[src/rtl/nes6502_biu_if.sv]
// Signal bundle between nes6502_biu, the execute unit and the memory port.
// slave = BIU side, master = execute unit / memory side.
interface nes6502_biu_if #(parameter int ADDR_W = 16);
   logic              req;
   logic [2:0]        op;
   logic [ADDR_W-1:0] addr_in;
   logic [7:0]        wdata;
   logic              pc_load;
   logic [ADDR_W-1:0] pc_value;
   logic              busy;
   logic              done;
   logic [15:0]       rdata;
   logic [ADDR_W-1:0] pc;
   logic [7:0]        sp;
   logic [ADDR_W-1:0] address;
   logic [7:0]        data;
   logic [7:0]        out;
   logic              rd;
   logic              we;

   modport slave (input  req, op, addr_in, wdata, pc_load, pc_value, data,
                  output busy, done, rdata, pc, sp, address, out, rd, we);
   modport master (output req, op, addr_in, wdata, pc_load, pc_value, data,
                   input  busy, done, rdata, pc, sp, address, out, rd, we);
endinterface

[src/rtl/nes6502_biu.sv]
// 6502 bus interface unit: owns PC/SP, sequences memory ops and the reset-vector boot.
// Optional NMOS_PAGE_WRAP_EN: READ16 high byte wraps within the page (NMOS JMP (ind) bug).
module nes6502_biu #(
   parameter int          ADDR_W       = 16,
   parameter logic [15:0] RESET_VECTOR = 16'hFFFC,
   parameter logic [7:0]  STACK_PAGE   = 8'h01,
   parameter logic [7:0]  SP_INIT      = 8'hFD
) (
   input logic          clock,
   input logic          reset,
   nes6502_biu_if.slave bif
);
   typedef enum logic [2:0] {BOOT, IDLE, ADDR_LO, DATA_LO, DATA_HI, WRITE, DONE} state_t;

   localparam logic [2:0] OP_FETCH  = 3'd0, OP_READ = 3'd1, OP_READ16 = 3'd2, OP_WRITE = 3'd3,
                          OP_PUSH   = 3'd4, OP_POP  = 3'd5, OP_VECTOR = 3'd6, OP_NOP   = 3'd7;

   state_t            state, nxt;
   logic [2:0]        op_q;
   logic              boot_q, bus_q, two_byte;
   logic [ADDR_W-1:0] cursor, pc_q, hi_addr;
   logic [7:0]        sp_q, out_q;
   logic [15:0]       rdata_q;

   function automatic logic [ADDR_W-1:0] stack_addr(input logic [7:0] s);
      return ADDR_W'({STACK_PAGE, s});
   endfunction

   assign two_byte = (op_q == OP_READ16) || (op_q == OP_VECTOR);

`ifdef NMOS_PAGE_WRAP_EN
   always_comb begin
      hi_addr = cursor + ADDR_W'(1);
      if (op_q == OP_READ16) hi_addr = {cursor[ADDR_W-1:8], cursor[7:0] + 8'd1};
   end
`else
   assign hi_addr = cursor + ADDR_W'(1);
`endif

   always_ff @(posedge clock) begin
      if (reset) state <= BOOT;
      else       state <= nxt;
   end

   always_comb begin
      nxt = state;
      case (state)
         BOOT:       nxt = ADDR_LO;
         IDLE, DONE: begin
            nxt = IDLE;
            if (bif.req)
               nxt = (bif.op == OP_WRITE || bif.op == OP_PUSH || bif.op == OP_NOP) ? WRITE : ADDR_LO;
         end
         ADDR_LO:    nxt = DATA_LO;
         DATA_LO:    nxt = two_byte ? DATA_HI : DONE;
         DATA_HI:    nxt = boot_q ? IDLE : DONE;
         WRITE:      nxt = DONE;
         default:    nxt = IDLE;
      endcase
   end

   always_comb begin
      bif.busy    = !(state == IDLE || state == DONE);
      bif.done    = (state == DONE);
      bif.rd      = (state == ADDR_LO) || (state == DATA_LO && two_byte);
      bif.we      = (state == WRITE) && (op_q != OP_NOP);
      bif.address = bus_q ? cursor : pc_q;
   end

   assign bif.pc    = pc_q;
   assign bif.sp    = sp_q;
   assign bif.rdata = rdata_q;
   assign bif.out   = out_q;

   always_ff @(posedge clock) begin
      if (reset) begin
         pc_q    <= '0;
         sp_q    <= SP_INIT;
         rdata_q <= '0;
         out_q   <= '0;
         op_q    <= OP_VECTOR;
         boot_q  <= 1'b1;
         bus_q   <= 1'b1;
         cursor  <= ADDR_W'(RESET_VECTOR);
      end else begin
         case (state)
            IDLE, DONE: begin
               if (bif.pc_load) pc_q <= bif.pc_value;
               if (bif.req) begin
                  op_q   <= bif.op;
                  boot_q <= 1'b0;
                  bus_q  <= (bif.op != OP_FETCH);
                  cursor <= bif.addr_in;
                  case (bif.op)
                     OP_PUSH: begin
                        cursor <= stack_addr(sp_q);
                        sp_q   <= sp_q - 8'd1;
                        out_q  <= bif.wdata;
                     end
                     // pre-increment: POP reads the slot above the current SP
                     OP_POP: begin
                        cursor <= stack_addr(sp_q + 8'd1);
                        sp_q   <= sp_q + 8'd1;
                     end
                     OP_WRITE: out_q <= bif.wdata;
                     default: ;
                  endcase
               end
            end
            ADDR_LO: if (two_byte) cursor <= hi_addr;
            DATA_LO: begin
               rdata_q <= {8'h00, bif.data};
               if (op_q == OP_FETCH) pc_q <= pc_q + ADDR_W'(1);
            end
            DATA_HI: begin
               rdata_q[15:8] <= bif.data;
               if (op_q == OP_VECTOR) pc_q <= ADDR_W'({bif.data, rdata_q[7:0]});
            end
            default: ;
         endcase
      end
   end
endmodule

[src/flat_wrapper.sv]
// flat-port wrapper written by rule: the top's interface ports become plain ports
module nes6502_biu_flat 
#(
   parameter int          ADDR_W       = 16,
   parameter logic [15:0] RESET_VECTOR = 16'hFFFC,
   parameter logic [7:0]  STACK_PAGE   = 8'h01,
   parameter logic [7:0]  SP_INIT      = 8'hFD
)
  (clock, reset, bif_req, bif_op, bif_addr_in, bif_wdata, bif_pc_load, bif_pc_value, bif_data, bif_busy, bif_done, bif_rdata, bif_pc, bif_sp, bif_address, bif_out, bif_rd, bif_we);
  nes6502_biu_if #(.ADDR_W(ADDR_W)) bif_i ();
  input logic clock;
  input logic reset;
  input wire logic [$bits(bif_i.req)-1:0] bif_req;
  input wire logic [$bits(bif_i.op)-1:0] bif_op;
  input wire logic [$bits(bif_i.addr_in)-1:0] bif_addr_in;
  input wire logic [$bits(bif_i.wdata)-1:0] bif_wdata;
  input wire logic [$bits(bif_i.pc_load)-1:0] bif_pc_load;
  input wire logic [$bits(bif_i.pc_value)-1:0] bif_pc_value;
  input wire logic [$bits(bif_i.data)-1:0] bif_data;
  output wire logic [$bits(bif_i.busy)-1:0] bif_busy;
  output wire logic [$bits(bif_i.done)-1:0] bif_done;
  output wire logic [$bits(bif_i.rdata)-1:0] bif_rdata;
  output wire logic [$bits(bif_i.pc)-1:0] bif_pc;
  output wire logic [$bits(bif_i.sp)-1:0] bif_sp;
  output wire logic [$bits(bif_i.address)-1:0] bif_address;
  output wire logic [$bits(bif_i.out)-1:0] bif_out;
  output wire logic [$bits(bif_i.rd)-1:0] bif_rd;
  output wire logic [$bits(bif_i.we)-1:0] bif_we;
  assign bif_i.req = bif_req;
  assign bif_i.op = bif_op;
  assign bif_i.addr_in = bif_addr_in;
  assign bif_i.wdata = bif_wdata;
  assign bif_i.pc_load = bif_pc_load;
  assign bif_i.pc_value = bif_pc_value;
  assign bif_i.data = bif_data;
  assign bif_busy = bif_i.busy;
  assign bif_done = bif_i.done;
  assign bif_rdata = bif_i.rdata;
  assign bif_pc = bif_i.pc;
  assign bif_sp = bif_i.sp;
  assign bif_address = bif_i.address;
  assign bif_out = bif_i.out;
  assign bif_rd = bif_i.rd;
  assign bif_we = bif_i.we;
  nes6502_biu #(.ADDR_W(ADDR_W), .RESET_VECTOR(RESET_VECTOR), .STACK_PAGE(STACK_PAGE), .SP_INIT(SP_INIT)) u_core (.clock(clock), .reset(reset), .bif(bif_i));
endmodule
[config.mk]
export PLATFORM = sky130hd
export DESIGN_NAME = nes6502_biu_flat
export DESIGN_NICKNAME = d
export VERILOG_FILES = /design/src/rtl/nes6502_biu_if.sv /design/src/rtl/nes6502_biu.sv /design/src/flat_wrapper.sv
export SDC_FILE = /design/constraint.sdc
export NUM_CORES = 1
export LEC_CHECK = 0
export CAP_MARGIN = 20
export CORE_ASPECT_RATIO = 1.2
export CORE_UTILIZATION = 25
export CTS_CLUSTER_SIZE = 14
export DETAILED_ROUTE_END_ITERATION = 8
export GPL_TIMING_DRIVEN = 0
export SKIP_CTS_REPAIR_TIMING = 1
export SLEW_MARGIN = 25
export SYNTH_ARGS = -nofsm -noshare
export SYNTH_HDL_FRONTEND = slang
export SYNTH_SLANG_ARGS = --single-unit
[constraint.sdc]
create_clock -name clock -period 3.6 [get_ports clock]
set_input_delay 0.72 -clock clock [delete_from_list [all_inputs] [get_ports clock]]
set_output_delay 0.72 -clock clock [all_outputs]
set_load 0.05 [all_outputs]
==> results of run 1 <==
## worst min-delay path by stage
stage,startpoint,to,cells past startpoint
2_1_floorplan,u_core.boot_q$_SDFFE_PP1P_,u_core.boot_q$_SDFFE_PP1P_,2
3_3_place_gp,u_core.boot_q$_SDFFE_PP1P_,u_core.boot_q$_SDFFE_PP1P_,2
3_5_place_dp,u_core.boot_q$_SDFFE_PP1P_,u_core.boot_q$_SDFFE_PP1P_,2
4_1_cts,u_core.boot_q$_SDFFE_PP1P_,u_core.boot_q$_SDFFE_PP1P_,2
5_1_grt,u_core.boot_q$_SDFFE_PP1P_,u_core.boot_q$_SDFFE_PP1P_,2
6_report,u_core.boot_q$_SDFFE_PP1P_,u_core.boot_q$_SDFFE_PP1P_,2
## kinds of logic after synthesis
kind of cell    count (synthesis)
buf+inv                        65
simple gates                  229
fa+ha+maj                       4
xor+xnor                       12
compound gates                216
flops                          72
mux                            22
## metrics by stage
stage / hold WS [ps] / total power (uW) / util (%) / setup slack (ps) / std cells
2_1_floorplan: 436.2 / 1628 / - / 377.8 / 620
3_3_place_gp: 459.2 / 1992 / 33.64 / 489.7 / 964
3_5_place_dp: 462.6 / 1995 / 33.64 / 494.9 / 964
4_1_cts: 471.4 / 2904 / 35.22 / 98.82 / 979
5_1_grt: 487.1 / 3025 / 35.23 / 309.2 / 979
6_report: 472.0 / 2893 / 35.23 / 517.9 / 979
## critical path, cell delays in order, from the launching register on
cell             delay [ps]
dfxtp_1                 380
clkbuf_1                260
nand2b_1                310
a21oi_1                 230
clkdlybuf4s50_1         840
## sequential cells by signal, summed over array words and instances (netlist names)
signal / cells
u_core.state: 3
u_core.op_q: 3
u_core.bif.sp: 8
u_core.bif.out: 8
u_core.cursor: 16
u_core.bif.pc: 16
u_core.bif.rdata: 16
u_core.bus_q: 1
u_core.boot_q: 1
## synth_stat cells, drive strengths merged, types with 4 or more instances
| library cell | n |
|---|---|
| mux2i | 9 |
| a21oi | 67 |
| o21ai | 59 |
| dfxtp | 72 |
| a311oi | 7 |
| nor4 | 9 |
| a31oi | 7 |
| o22ai | 15 |
| a21o | 5 |
| xor2 | 6 |
| a21boi | 5 |
| nand3 | 20 |
| buf | 17 |
| clkbuf | 35 |
| or3 | 5 |
| mux2 | 13 |
| and3 | 7 |
| o21bai | 4 |
| nand4 | 8 |
| inv | 12 |
| a221oi | 4 |
| nand2 | 82 |
| a211oi | 6 |
| xnor2 | 6 |
| o221ai | 6 |
| nand2b | 5 |
| nor2 | 49 |
| ha | 4 |
| nor3 | 18 |
## routing by layer
metal	track usage (%)	wire length (um)	vias to the layer above
met3	4.239	1376	38
li1	-	-	2556
met1	23.33	7480	2463
met5	0	0	-
met2	28.92	7808	250
met4	9.759	699	0
## cell type report
type,count,area [sq um]
plain buffers,52,261.5
clock buffers,11,242.7
clock inverters,4,45.04
fillers,1913,11770
inverters,13,48.80
multi-input cells,483,2880
flip-flops and latches,72,1441
well taps,224,280.3
repair buffers,120,1204
## where the power goes
part / internal (uW) / leakage (uW) / total, uW / switching [uW]
Sequential: 861 / 0.000585 / 950 / 89.0
Combinational: 380 / 0.00162 / 1040 / 659
Clock: 548 / 0.000145 / 904 / 356
==> flow_metrics.py, run 1 <==
metrics = {
    "synth": {
        "synth_compound_area_share_pct": 29.17,
        "synth_top_area_share_pct": 31.12,
        "synth.avg_cell_area_sq_um": 7.471,
        "synth_ff_type": "dfxtp_1",
        "yosysSeqAreaShare_pct": 31.12,
        "synth-adder-area-share_pct": 1.080,
        "synth_top_cell_by_area": "dfxtp_1",
        "synthSimpleGateAreaFrac_pct": 24.55,
        "synth_area_sq_mm": 0.004632,
        "synth_xor_area_share_pct": 2.269,
        "synthMuxAreaShare_pct": 5.105,
        "ys_warn_count": 0,
        "synth_cell_types": 79,
        "synthCells": 620,
        "synth_nets": 679,
        "synth_edf_count": 0,
        "synthArstFlopShare_pct": 0,
        "synth_top_family_by_area": "compound AO/OA/AOI/OAI gates",
        "ys_seq_elements": 72,
        "synthTopCellsByArea": "dfxtp_1, a21oi_1, nand2_1, o21ai_0, nor2_1",
    },
    "run": {
        "cap_violations": 0,
    },
    "finish": {
        "final_common_cell": "clkdlybuf4s50_1",
        "final_cell_mix": "clkdlybuf4s50_1, nand2_1, dfxtp_1",
        "drive_gt1_share_pct": 8.344,
        "synthToLayoutAreaGrowth_pct": 38.25,
        "diodes": 0,
        "nets": 810,
        "stdcell_area_sq_mm": 0.006404,
    },
    "power": {
        "vdd_drop_max_uv": 229.4,
        "p_leak_uw": 0.002348,
        "powerDensity_mw_per_mm2": 451.8,
    },
    "critical_path": {
        "crit_fanout": 10,
        "r2r_cells": 6,
        "reg2reg_to": "u_core.bif.pc[10]$_SDFFE_PP0P_",
        "r2r_slack_ps": 1360,
        "critPathKind": "reg -> out",
        "endpoint": "bif_rd",
        "crit_start": "u_core.state[2]$_SDFF_PP0_",
        "rr_startpoint": "u_core.state[1]$_SDFF_PP0_",
        "crit_path_start_kind": "register",
        "arrival_ps": 2360,
        "crit_required_ps": 2880,
        "endpoint_kind": "output port",
    },
    "detailed_routing": {
        "vias": 5307,
        "via_per_inst": 5.421,
        "dr.first_iter.drc_count": 513,
        "ant_nets": 0,
        "dr.pass1.iters": 5,
        "post_drt_wl_per_cell_um": 17.74,
        "drc": 0,
        "routed_wl_mm": 17.37,
    },
    "clock_network": {
        "htree_levels": 3,
        "cts_root_buf": "clkbuf_16",
        "cts.clk_slew.worst_paths_ps": 60,
        "cts.sinks": 72,
        "clockBufferDepth": 2,
        "numCtsBuffers": 9,
        "tritoncts": "built",
        "clock_latency_ps": 350,
    },
    "placed_design": {
        "gp_congestion": 0.9044,
        "port_buffers": 120,
        "place_hpwl_mm": 13.13,
        "postPlaceCellArea_sq_mm": 0.006113,
    },
    "sta": {
        "period_share_pct": 85.61,
        "rsz0062_at_grt": "false",
        "max_slew_margin_pct": 40.78,
        "hold_violations": 0,
        "worst_pin_slew_ps": 881.4,
        "setup_viol": 0,
        "clock_skew_ps": 9.051,
        "max_freq_ghz": 0.3245,
        "tns_ps": 0,
        "finalCriticalPeriod_ps": 3082,
        "slew_viol_final": 0,
    },
    "floorplan": {
        "io_pins": 123,
        "coreArea_sq_mm": 0.01817,
        "dieArea_sq_mm": 0.01908,
        "die_y_um": 151.1,
        "die_x_um": 126.3,
        "initial_core_util_pct": 25.49,
        "num_rows": 54,
    },
    "grt": {
        "overflow": 0,
        "grt_pass1_vias": 4931,
        "grt_first_pass_wirelength_mm": 26.88,
        "grt_max_degree": 12,
        "track_usage_pct": 18.37,
        "antenna_found_initial": 0,
    },
    "outcome": {
        "status": "finished, final reports clean",
    },
    "hold_path": {
        "hold_path_class": "reg -> reg",
    },
}
No activity file was read; power rests on OpenSTA's default activity.
==> run 2: changes to the inputs <==
--- a/config.mk
+++ b/config.mk
@@ -11,8 +11,8 @@
 export CTS_CLUSTER_SIZE = 14
 export DETAILED_ROUTE_END_ITERATION = 8
 export GPL_TIMING_DRIVEN = 0
+export RECOVER_POWER = 25
 export SKIP_CTS_REPAIR_TIMING = 1
-export SLEW_MARGIN = 25
 export SYNTH_ARGS = -nofsm -noshare
 export SYNTH_HDL_FRONTEND = slang
 export SYNTH_SLANG_ARGS = --single-unit
==> run 2 against run 1 <==
Against the previous run: hold slack improved by 1.5 ps; highest routed layer unchanged; global-route usage did not move; worst setup slack got worse by 110 ps; critical path type unchanged; first-iteration DRC count fell by 4.7%; final area fell by 0.64%; non-clock buffer count did not move.
==> flow_metrics.py, run 2 (synthesized netlist as in run 1, its figures left out) <==
metrics = {
    "outcome": {
        "status": "finished, final reports clean",
    },
    "detailed_routing": {
        "dr.first_iter.drc_count": 489,
        "routed_wl_mm": 17.34,
        "dr.pass1.iters": 5,
        "drc": 0,
        "post_drt_wl_per_cell_um": 17.71,
        "vias": 5289,
        "ant_nets": 0,
        "via_per_inst": 5.402,
    },
    "finish": {
        "final_common_cell": "clkdlybuf4s50_1",
        "nets": 810,
        "drive_gt1_share_pct": 6.887,
        "synthToLayoutAreaGrowth_pct": 37.36,
        "final_cell_mix": "clkdlybuf4s50_1, nand2_1, dfxtp_1",
        "diodes": 0,
    },
    "floorplan": {
        "dieArea_sq_mm": 0.01908,
        "io_pins": 123,
        "die_y_um": 151.1,
        "coreArea_sq_mm": 0.01817,
        "die_x_um": 126.3,
        "num_rows": 54,
        "initial_core_util_pct": 25.49,
    },
    "power": {
        "powerDensity_mw_per_mm2": 453.0,
        "p_leak_uw": 0.002304,
        "power.total_uw": 2882,
        "vdd_drop_max_uv": 225.9,
    },
    "placed_design": {
        "port_buffers": 120,
        "post-place-ws_ps": 494.9,
        "place_hpwl_mm": 13.13,
        "gp_congestion": 0.9044,
    },
    "sta": {
        "worst_slack_ps": 410.9,
        "slew_viol_final": 0,
        "clock_skew_ps": 9.451,
        "tns_ps": 0,
        "worst_pin_slew_ps": 1026,
        "max_freq_ghz": 0.3136,
        "setup_viol": 0,
        "period_share_pct": 88.59,
        "hold_violations": 0,
        "finalCriticalPeriod_ps": 3189,
        "max_slew_margin_pct": 30.90,
        "rsz0062_at_grt": "false",
    },
    "clock_network": {
        "cts.sinks": 72,
        "clock_latency_ps": 350,
        "htree_levels": 3,
        "clockBufferDepth": 2,
        "cts_root_buf": "clkbuf_16",
        "numCtsBuffers": 9,
        "tritoncts": "built",
        "cts.clk_slew.worst_paths_ps": 60,
    },
    "critical_path": {
        "slowest_stage": "clkdlybuf4s50_1",
        "crit_required_ps": 2880,
        "critPathKind": "reg -> out",
        "slowest_delay_ps": 840,
        "crit_path_start_kind": "register",
        "worstPathCellList": "clkbuf_1 -> nand2b_1 -> a21oi_1 -> clkdlybuf4s50_1",
        "arrival_ps": 2470,
        "crit_fanout": 10,
        "endpoint_kind": "output port",
    },
    "grt": {
        "overflow": 0,
        "grt_max_degree": 12,
        "grt_first_pass_wirelength_mm": 26.88,
        "antenna_found_initial": 0,
        "track_usage_pct": 18.37,
        "grt_pass1_vias": 4931,
    },
    "run": {
        "cap_violations": 0,
    },
    "hold_path": {
        "hold_path_class": "reg -> reg",
    },
}
-- run 2: critical path, delay by kind of cell (launching register included) --
family,cells,cell delay (ps)
flip-flops,1,490
buffers and inverters,2,1160
AO/OA/AOI/OAI,1,230
AND/OR/NAND/NOR,1,230
-- run 2: routing by layer --
layer,GRT usage (%),up-vias,routed length [um]
met2,28.92,230,7735
met5,0,-,0
met1,23.33,2461,7632
li1,-,2555,-
met3,4.239,43,1228
met4,9.759,0,742
-- run 2: area by class of cell --
class,instances,area [sq um]
Fill cell,1920,11810
Multi-Input combinational cell,483,2867
Sequential cell,72,1441
Timing Repair Buffer,120,1204
Tap cell,224,280.3
Clock buffer,11,242.7
Buffer,52,234.0
Inverter,13,48.80
Clock inverter,4,45.04
-- run 2: stage by stage --
step	util [%]	cells	hold slack (ps)	cell area (sq um)
floorplan	-	620	436.2	4632
global placement	33.64	964	459.2	6113
detailed placement	33.64	964	462.6	6113
CTS	35.22	979	471.4	6401
global route	35.01	979	487.1	6362
finish	35.01	979	473.6	6362
-- run 2: final timing paths --
path | start | end | slack (ps) | depth (start not counted)
max reg2reg | u_core.state[0]$_SDFF_PP0_ | u_core.cursor[0]$_SDFFE_PP0P_ | 760 | 7
min reg2reg | u_core.boot_q$_SDFFE_PP1P_ | u_core.boot_q$_SDFFE_PP1P_ | 470 | 2
min | u_core.boot_q$_SDFFE_PP1P_ | u_core.boot_q$_SDFFE_PP1P_ | 470 | 2
max | u_core.state[1]$_SDFF_PP0_ | bif_rd | 410 | 4
-- run 2: power by group --
group / internal [uW] / switching, uW / total [uW]
logic: 372 / 658 / 1030
registers: 861 / 87.9 / 949
clock network: 548 / 354 / 902
